<file path="config.mk">
export PLATFORM = sky130hd
export DESIGN_NAME = mem_port_arbiter
export DESIGN_NICKNAME = d
export VERILOG_FILES = /design/src/rtl/mem_arb_pkg.sv /design/src/rtl/mem_port_arbiter_rr_picker.sv /design/src/rtl/mem_port_arbiter.sv
export SDC_FILE = /design/constraint.sdc
export NUM_CORES = 1
export LEC_CHECK = 0
export CAP_MARGIN = 20
export CORE_AREA = 2 2 120 122
export DETAILED_ROUTE_END_ITERATION = 16
export DIE_AREA = 0 0 122 124
export PLACE_DENSITY = 0.91
export SLEW_MARGIN = 20
export SYNTH_ARGS = -nofsm -noshare
export SYNTH_HDL_FRONTEND = slang
export SYNTH_HIERARCHICAL = 1
export SYNTH_SLANG_ARGS = --single-unit
</file>
<file path="constraint.sdc">
create_clock -name clk -period 2.52 [get_ports clk]
set_clock_uncertainty 0.1 [all_clocks]
set_input_delay 0.756 -clock clk [delete_from_list [all_inputs] [get_ports clk]]
set_output_delay 0.756 -clock clk [all_outputs]
set_load 0.05 [all_outputs]
</file>
<file path="src/rtl/mem_arb_pkg.sv">
// Shared types for the memory port arbiter.
//   arb_state_e : transaction FSM states (idle / downstream busy / result hand-back)
//   mem_txn_t   : captured downstream transaction at the default 32-bit widths
//   rr_wrap     : modular channel index helper used by the round-robin scan
package mem_arb_pkg;

  localparam int ARB_ADDR_W = 32;
  localparam int ARB_DATA_W = 32;
  localparam int ARB_MASK_W = ARB_DATA_W / 8;

  typedef enum logic [1:0] {ARB_IDLE, ARB_BUSY, ARB_DONE} arb_state_e;

  typedef struct packed {
    logic                  we;
    logic [ARB_ADDR_W-1:0] addr;
    logic [ARB_DATA_W-1:0] wd;
    logic [ARB_MASK_W-1:0] mask;
  } mem_txn_t;

  function automatic int rr_wrap(int base, int off, int n);
    return (base + off) % n;
  endfunction

endpackage

</file>
<file path="src/rtl/mem_port_arbiter_rr_picker.sv">
// Combinational round-robin picker.
//   req    : request vector, one bit per channel
//   rr_ptr : highest-priority channel for this scan
//   valid  : at least one channel requests
//   idx    : first requester found scanning rr_ptr, rr_ptr+1, ... mod NUM_CH
module rr_picker
  import mem_arb_pkg::*;
#(
  parameter  int NUM_CH = 2,
  localparam int CH_W   = (NUM_CH > 1) ? $clog2(NUM_CH) : 1
) (
  input  logic [NUM_CH-1:0] req,
  input  logic [CH_W-1:0]   rr_ptr,
  output logic              valid,
  output logic [CH_W-1:0]   idx
);

  // Scan farthest offset first so the nearest requester to rr_ptr is the
  // last one written and therefore wins.
  always_comb begin
    valid = 1'b0;
    idx   = '0;
    for (int k = NUM_CH - 1; k >= 0; k--) begin
      if (req[rr_wrap(int'(rr_ptr), k, NUM_CH)]) begin
        valid = 1'b1;
        idx   = CH_W'(rr_wrap(int'(rr_ptr), k, NUM_CH));
      end
    end
  end

endmodule

</file>
<file path="src/rtl/mem_port_arbiter.sv">
// N-channel round-robin arbiter merging requesters onto one memory port.
//   clk, reset          : clock, synchronous active-high reset
//   ch_req/we/addr/wd/mask : per-channel request, packed channel-major
//   ch_rd, ch_wait      : per-channel read data and stall
//   mem_req/we/addr/wd/mask : registered downstream request, held until mem_ack
//   mem_ack, mem_rd     : downstream completion and read data
//   grant_id            : channel owning the current transaction
// A transaction takes IDLE (capture) -> BUSY (until ack) -> DONE (one-cycle
// hand-back), so a requester unstalls 2+k cycles after being seen.
module mem_port_arbiter
  import mem_arb_pkg::*;
#(
  parameter  int NUM_CH = 2,
  parameter  int ADDR_W = 32,
  parameter  int DATA_W = 32,
  localparam int CH_W   = (NUM_CH > 1) ? $clog2(NUM_CH) : 1,
  localparam int MASK_W = DATA_W / 8
) (
  input  logic                     clk,
  input  logic                     reset,
  input  logic [NUM_CH-1:0]        ch_req,
  input  logic [NUM_CH-1:0]        ch_we,
  input  logic [NUM_CH*ADDR_W-1:0] ch_addr,
  input  logic [NUM_CH*DATA_W-1:0] ch_wd,
  input  logic [NUM_CH*MASK_W-1:0] ch_mask,
  output logic [NUM_CH*DATA_W-1:0] ch_rd,
  output logic [NUM_CH-1:0]        ch_wait,
  output logic                     mem_req,
  output logic                     mem_we,
  output logic [ADDR_W-1:0]        mem_addr,
  output logic [DATA_W-1:0]        mem_wd,
  output logic [MASK_W-1:0]        mem_mask,
  input  logic                     mem_ack,
  input  logic [DATA_W-1:0]        mem_rd,
  output logic [CH_W-1:0]          grant_id
);

  typedef struct packed {
    logic              we;
    logic [ADDR_W-1:0] addr;
    logic [DATA_W-1:0] wd;
    logic [MASK_W-1:0] mask;
  } txn_t;

  logic [NUM_CH-1:0][ADDR_W-1:0] addr_a;
  logic [NUM_CH-1:0][DATA_W-1:0] wd_a;
  logic [NUM_CH-1:0][MASK_W-1:0] mask_a;

  assign addr_a = ch_addr;
  assign wd_a   = ch_wd;
  assign mask_a = ch_mask;

  arb_state_e        state, state_d;
  logic [CH_W-1:0]   rr_ptr, rr_ptr_d;
  logic [CH_W-1:0]   grant_d;
  logic [CH_W-1:0]   pick_idx;
  logic              pick_vld;
  txn_t              txn, txn_d;
  logic              req_d;
  logic [DATA_W-1:0] rd_buf, rd_buf_d;

  rr_picker #(.NUM_CH(NUM_CH)) u_pick (
    .req    (ch_req),
    .rr_ptr (rr_ptr),
    .valid  (pick_vld),
    .idx    (pick_idx)
  );

  always_ff @(posedge clk) begin
    if (reset) begin
      state    <= ARB_IDLE;
      rr_ptr   <= '0;
      mem_req  <= 1'b0;
      txn      <= '0;
      rd_buf   <= '0;
      grant_id <= '0;
    end else begin
      state    <= state_d;
      rr_ptr   <= rr_ptr_d;
      mem_req  <= req_d;
      txn      <= txn_d;
      rd_buf   <= rd_buf_d;
      grant_id <= grant_d;
    end
  end

  always_comb begin
    state_d  = state;
    rr_ptr_d = rr_ptr;
    req_d    = mem_req;
    txn_d    = txn;
    rd_buf_d = rd_buf;
    grant_d  = grant_id;
    unique case (state)
      ARB_IDLE: begin
        if (pick_vld) begin
          txn_d.we   = ch_we[pick_idx];
          txn_d.addr = addr_a[pick_idx];
          txn_d.wd   = wd_a[pick_idx];
          txn_d.mask = mask_a[pick_idx];
          grant_d    = pick_idx;
          req_d      = 1'b1;
          state_d    = ARB_BUSY;
        end
      end
      ARB_BUSY: begin
        // The transaction runs to completion even if the owner drops its
        // request; writes already issued downstream cannot be recalled.
        if (mem_ack) begin
          rd_buf_d = mem_rd;
          req_d    = 1'b0;
          state_d  = ARB_DONE;
        end
      end
      ARB_DONE: begin
        // With one channel the wrap keeps rr_ptr pinned at 0.
        rr_ptr_d = (grant_id == CH_W'(NUM_CH - 1)) ? '0 : grant_id + 1'b1;
        state_d  = ARB_IDLE;
      end
      default: state_d = ARB_IDLE;
    endcase
  end

  assign mem_we   = txn.we;
  assign mem_addr = txn.addr;
  assign mem_wd   = txn.wd;
  assign mem_mask = txn.mask;

  for (genvar i = 0; i < NUM_CH; i++) begin : g_lane
    assign ch_wait[i] = ch_req[i] & ~((state == ARB_DONE) && (grant_id == CH_W'(i)));
    assign ch_rd[i*DATA_W +: DATA_W] = rd_buf;
  end

endmodule

</file>
==> results_dict.tcl, run 1 <==
set metrics [dict create \
    synthesis.area_um2 5050 \
    drtPass1Iterations 4 \
    drc 0 \
    grt-ovfl-total 0 \
    yosysSeqAreaShare_pct 42.0 \
    critPathMaxStageDelay_ns 0.84 \
    portBuffers 311 \
    final_util_pct 61.8 \
    critPathMaxFanout 4 \
    min_period_ns 2.45 \
    final_hold_viol_count 0 \
    worstPathCellList "clkdlybuf4s50_1" \
    core-area_um2 13700 \
    report.final.slew_viol_count 0 \
    cp_top_family "buffers and inverters" \
    grt_setup_unrepaired "no" \
    cts_max_path_buffers 2 \
    start_util_pct 36.8 \
    viasPerCell 4.70 \
    power_frac_comb_pct 34.0 \
    synthTopCellsByArea "dfxtp_1 42%, mux2i_1 20%, o32ai_1 11%" \
    final_nets 944 \
    path_clk_slew_ns 0.06 \
    cp_data_arrival_time_ns 1.60 \
    drt_iter0_drc 228 \
    fillers 1133 \
    seqPwrFrac_pct 38.7 \
    slew_headroom_pct 61.9 \
    diodes 0 \
    yosysTopAreaCell "dfxtp_1" \
    setup_slack_ns 0.0654 \
    area_growth_pct 67.8 \
    ios 312 \
    cp-end-kind "output pin" \
    ys_types 22 \
    clk_latency_ns 0.34 \
    cts_tree "yes" \
    syn_area_per_cell_um2 10.0 \
    place_hpwl_mm 11.5 \
    clock_sinks 106 \
    swShare_pct 32.7 \
    postCtsSetupBuffers 0 \
    multi_input_area_um2 2220 \
    clockPowerShare_pct 27.3 \
    htreeDepth 3 \
    p_leak_nw 3.07 \
    worstMarginPinSlew_ns 0.570 \
    dpl_worst_slack_ns -0.159 \
    root_buffer "clkbuf_16" \
    cts_buffers 9 \
    fin_crit_sh_pct 97.4 \
    holdBufCountCts 0 \
    die_x_um 122 \
    internal_power_mw 3.30 \
    critPathRequiredTime_ns 1.66 \
    drive_gt1_share_pct 5.70 \
    wl_per_cell_um 15.9 \
    crit_type "flop to output pin" \
    ant_nets 0 \
    yosysWarningCount 6 \
    routed_wl_mm 15.1 \
    die-height_um 124 \
    finalSetupViolations 0 \
    antenna_found_initial 0 \
    vias 4473 \
    cap_violations 0 \
    power.total_mw 4.90 \
    grt_pass1_wl_mm 22.6 \
    p_per_area_nw_per_um2 578 \
    fp-row-count 43 \
    grtUsageTotal_pct 19.2 \
    seq_area_um2 2120 \
    synth.net_count 678 \
    ys_ff_latch 106 \
    startpoint_type "flop" \
    synthCells 503 \
    place.gp.congestion 0.783 \
    grt_pass1_vias 4433 \
    hold_class "flop to flop" \
    max_freq_mhz 407 \
    path_buf_inv 1 \
    grt_start_max_net_pins 140 \
    dieArea_um2 15100 \
    outcome "finished, final reports clean" \
    ir_drop_mv 0.329 \
    timing.hold.ws_ns 0.369 \
    crit_slowest_cell "clkdlybuf4s50_1" \
    p_sw_mw 1.60 \
    synth_top_cell_area_share_pct 42.0 \
]
routing by layer:
layer	vias up	GRT usage, %	wire (um)
met2	158	35.1	7990
met5	-	0	0
met1	2058	22.0	5770
met4	0	7.47	265
met3	18	3.94	1120
li1	2239	-	-
cell usage in the layout, fill, tap and decap left out, drive strengths merged, types with 2 or more instances in the layout:
cell	Yosys	layout
clkdlybuf4s50	0	307
inv	71	71
o32ai	69	69
mux2i	102	102
and3b	2	2
buf	53	21
dfxtp	106	106
clkbuf	21	11
nand2b	68	68
nor2b	2	2
power groups by stage:
stage | clock, mW | sequential [mW] | combinational, mW
2_1_floorplan | 0 | 2.38 | 0.534
3_3_place_gp | 0 | 1.92 | 1.66
3_5_place_dp | 0 | 1.93 | 1.68
4_1_cts | 1.38 | 1.89 | 1.68
5_1_grt | 1.45 | 1.91 | 1.75
6_report | 1.34 | 1.89 | 1.67
flip-flops by register name (all words and copies together) (netlist names):
| name | cells |
|---|---|
| mem_req | 1 |
| state | 2 |
| mem_we | 1 |
| mem_mask | 4 |
| mem_addr | 32 |
| mem_wd | 32 |
| rd_buf | 32 |
| grant_id | 1 |
| rr_ptr | 1 |
layout make-up:
cell class | instances | area share, %
Sequential cell | 106 | 25.0
Multi-Input combinational cell | 252 | 26.2
Clock buffer | 11 | 2.75
Clock inverter | 3 | 0.502
Tap cell | 180 | 2.66
Timing Repair Buffer | 329 | 39.8
Inverter | 71 | 3.15
stage by stage:
stage	instance area [um^2]	TNS (ns)	std cells
after CTS	8470	0	952
final	8470	0	952
after detailed placement	8200	-8.66	939
after global placement	8200	-5.98	939
after floorplan	5050	0	503
after global routing	8470	0	952
cells in the mapped netlist:
cell type,instances
nor2b_1,2
and3b_1,2
a21boi_1,1
inv_1,71
nor2_1,1
a2111oi_0,1
clkbuf_1,21
o21a_1,1
o21ai_0,1
nor3b_2,1
buf_4,32
buf_6,8
nand2b_1,68
buf_1,7
dfxtp_1,106
mux2i_1,102
o32ai_1,63
a211oi_1,1
or4b_1,1
buf_2,6
o32ai_2,6
or2_1,1
worst paths after layout:
check                           slack [ns]  cells past startpoint     start      endpoint
worst max-delay path                  0.07                      1  grant_id      grant_id
worst min-delay path                  0.37                      2    rr_ptr        rr_ptr
worst max register to register        0.79                      3  state[1]  mem_addr[13]
worst min register to register        0.37                      2    rr_ptr        rr_ptr
repair_timing:
item,CTS,global route
endpoints found under the setup margin,1,2
gates cloned,0,0
resized for setup,0,2
endpoints found under the hold margin,0,0
kinds of logic after synthesis:
| group | Yosys count | synth area share (%) |
|---|---|---|
| buf+inv | 145 | 14.5 |
| flops | 106 | 42.0 |
| mux | 102 | 20.2 |
| simple gates | 76 | 9.67 |
| compound gates | 74 | 13.6 |
No activity file was read; power rests on OpenSTA's default activity.
==> inputs of run 2 (changes only) <==
- CORE_AREA: 2 2 120 122 -> default
- CORE_MARGIN: default -> 10
- CORE_UTILIZATION: default -> 38
- CTS_BUF_LIST: default -> sky130_fd_sc_hd__clkbuf_2
- DIE_AREA: 0 0 122 124 -> default
- PLACE_DENSITY: 0.91 -> 0.94
- SYNTH_HIERARCHICAL: 1 -> default
==> results_dict.tcl, run 2 <==
set metrics [dict create \
    yosysWarningCount 0 \
    crit_type "flop to output pin" \
    setup-tns-final_ns 0 \
    cap_violations 0 \
    outcome "finished, final reports clean" \
    grt_pass1_vias 5671 \
    final_cell_mix "171 x clkdlybuf4s50_1, 117 x dlygate4sd2_1, 104 x a21oi_1, 104 x dfxtp_1, 71 x nand3_1" \
    grt-ovfl-total 0 \
    final_nets 1019 \
    synth_top_cells_by_count "106 x dfxtp_1, 105 x a21oi_1, 71 x nand3_1" \
    clk_latency_ns 0.59 \
    portBuffers 311 \
    grt_pass1_wl_mm 31.7 \
    critPathRequiredTime_ns 1.66 \
    hold_class "flop to flop" \
    dpl_worst_slack_ns 0.0229 \
    async_reset_ff_share_pct 0 \
    synthesis.area_um2 4900 \
    timing.hold.ws_ns 0.383 \
    antenna_found_initial 1 \
    synth_top_cell_area_share_pct 43.3 \
    ios 312 \
    grt_setup_unrepaired "no" \
    setup_slack_ns 0.0789 \
    fin_crit_sh_pct 96.9 \
    synthCells 606 \
    slew_headroom_pct 56.7 \
    crit_slowest_cell "dlygate4sd2_1" \
    grt_start_max_net_pins 70 \
    critPathMaxFanout 3 \
    area_growth_pct 62.1 \
    worstPathCellList "dlygate4sd2_1" \
    max_freq_mhz 410 \
    wl_per_cell_um 20.3 \
    viasPerCell 5.54 \
    drtPass1Iterations 5 \
    syn_area_per_cell_um2 8.08 \
    ys.flop_type "dfxtp_1" \
    synthTopCellsByArea "dfxtp_1 43%, a21oi_1 11%, a311oi_1 11%" \
    htreeDepth 3 \
    drive_gt1_share_pct 8.01 \
    core-area_um2 12600 \
    place_hpwl_mm 15.6 \
    cts_tree "yes" \
    fp-row-count 41 \
    worstMarginPinSlew_ns 0.649 \
    dieArea_um2 17800 \
    ant_nets 0 \
    drc 0 \
    path_buf_inv 1 \
    final_util_pct 62.9 \
    synth.most_common_cell "dfxtp_1" \
    p_leak_nw 3.24 \
    yosysTopAreaCell "dfxtp_1" \
    cp_top_family "buffers and inverters" \
    cp-end-kind "output pin" \
    cp_data_arrival_time_ns 1.59 \
    drt_iter0_drc 436 \
    die_x_um 134 \
    path_clk_slew_ns 0.28 \
    synth.net_count 781 \
    cts_max_path_buffers 2 \
    place.gp.congestion 0.813 \
    cts_buffers 9 \
    vias 5665 \
    p_per_area_nw_per_um2 577 \
    yosysSeqAreaShare_pct 43.3 \
    ir_drop_mv 0.304 \
    root_buffer "clkbuf_2" \
    finalSetupViolations 0 \
    critPathMaxStageDelay_ns 0.56 \
    ys_ff_latch 106 \
    die-height_um 134 \
    synth_edf_count 0 \
    startpoint_type "flop" \
    routed_wl_mm 20.8 \
    final_hold_viol_count 0 \
    clock_sinks 106 \
    layout_commonest_cell "clkdlybuf4s50_1" \
    min_period_ns 2.44 \
    holdBufCountCts 0 \
    grtUsageTotal_pct 22.0 \
    ys_types 24 \
    start_util_pct 38.8 \
    report.final.slew_viol_count 0 \
]
==> run 2: changes by cell type after synthesis, sizes merged, moves of 2 or more <==
cell and delta:
a21oi +105, a311oi +69, buf -10, clkbuf +40, inv -68, mux2i -102
nand2 +66, nand2b -67, nand3 +71, nor2 +2, o21ai +68, o32ai -69
==> run 2: per-stage QoR <==
stage               area, um^2  power, mW  std cells
detailed placement        7950       3.85       1004
finish                    7940       4.58       1022
CTS                       7930       4.62       1021
global route              7940       4.79       1022
floorplan                 4900       3.08        606
global placement          7950       3.82       1004
==> run 2: worst paths after layout <==
path | start | to | slack, ns | cells after the start
max | rd_buf[4] | ch_rd[36] | 0.08 | 1
min | rd_buf[26] | rd_buf[26] | 0.38 | 2
max reg2reg | state[1] | mem_addr[31] | 0.77 | 5
min reg2reg | rd_buf[26] | rd_buf[26] | 0.38 | 2
==> run 2: power by group <==
group          total (mW)  switching, mW  internal, mW  leakage, nW
Clock               0.884          0.559         0.325       0.0793
Sequential           1.93         0.0875          1.84        0.876
Combinational        1.77           1.15         0.624         2.29
==> run 2: routing by layer <==
metal	global-route usage [%]	routed length [um]	vias up
met5	0	0	-
met4	12.2	862	0
met3	8.12	2200	56
met2	36.3	9920	313
met1	23.9	7780	2635
li1	-	-	2661
==> run 2: layout make-up <==
type	count	area [um^2]
tap	172	215
sequential	106	2130
multi-input combinational	393	2250
timing repair buffer	331	3210
clock buffer	10	50.0
antenna	1	2.50
inverter	3	11.3
clock inverter	6	81.3
fill	1096	4680
==> run 2: kinds of logic after synthesis <==
group,share of synthesized area [%]
AO/OA/AOI/OAI,31.9
flip-flops,43.3
buffers and inverters,11.2
AND/OR/NAND/NOR,13.5
==> run 2: repair_timing <==
| action | in CTS | in global routing |
|---|---|---|
| cloned | 0 | 0 |
| buffers inserted | 1 | 0 |
| pin swaps | 0 | 1 |
| resized for setup | 136 | 12 |
| setup endpoints to repair | 131 | 9 |
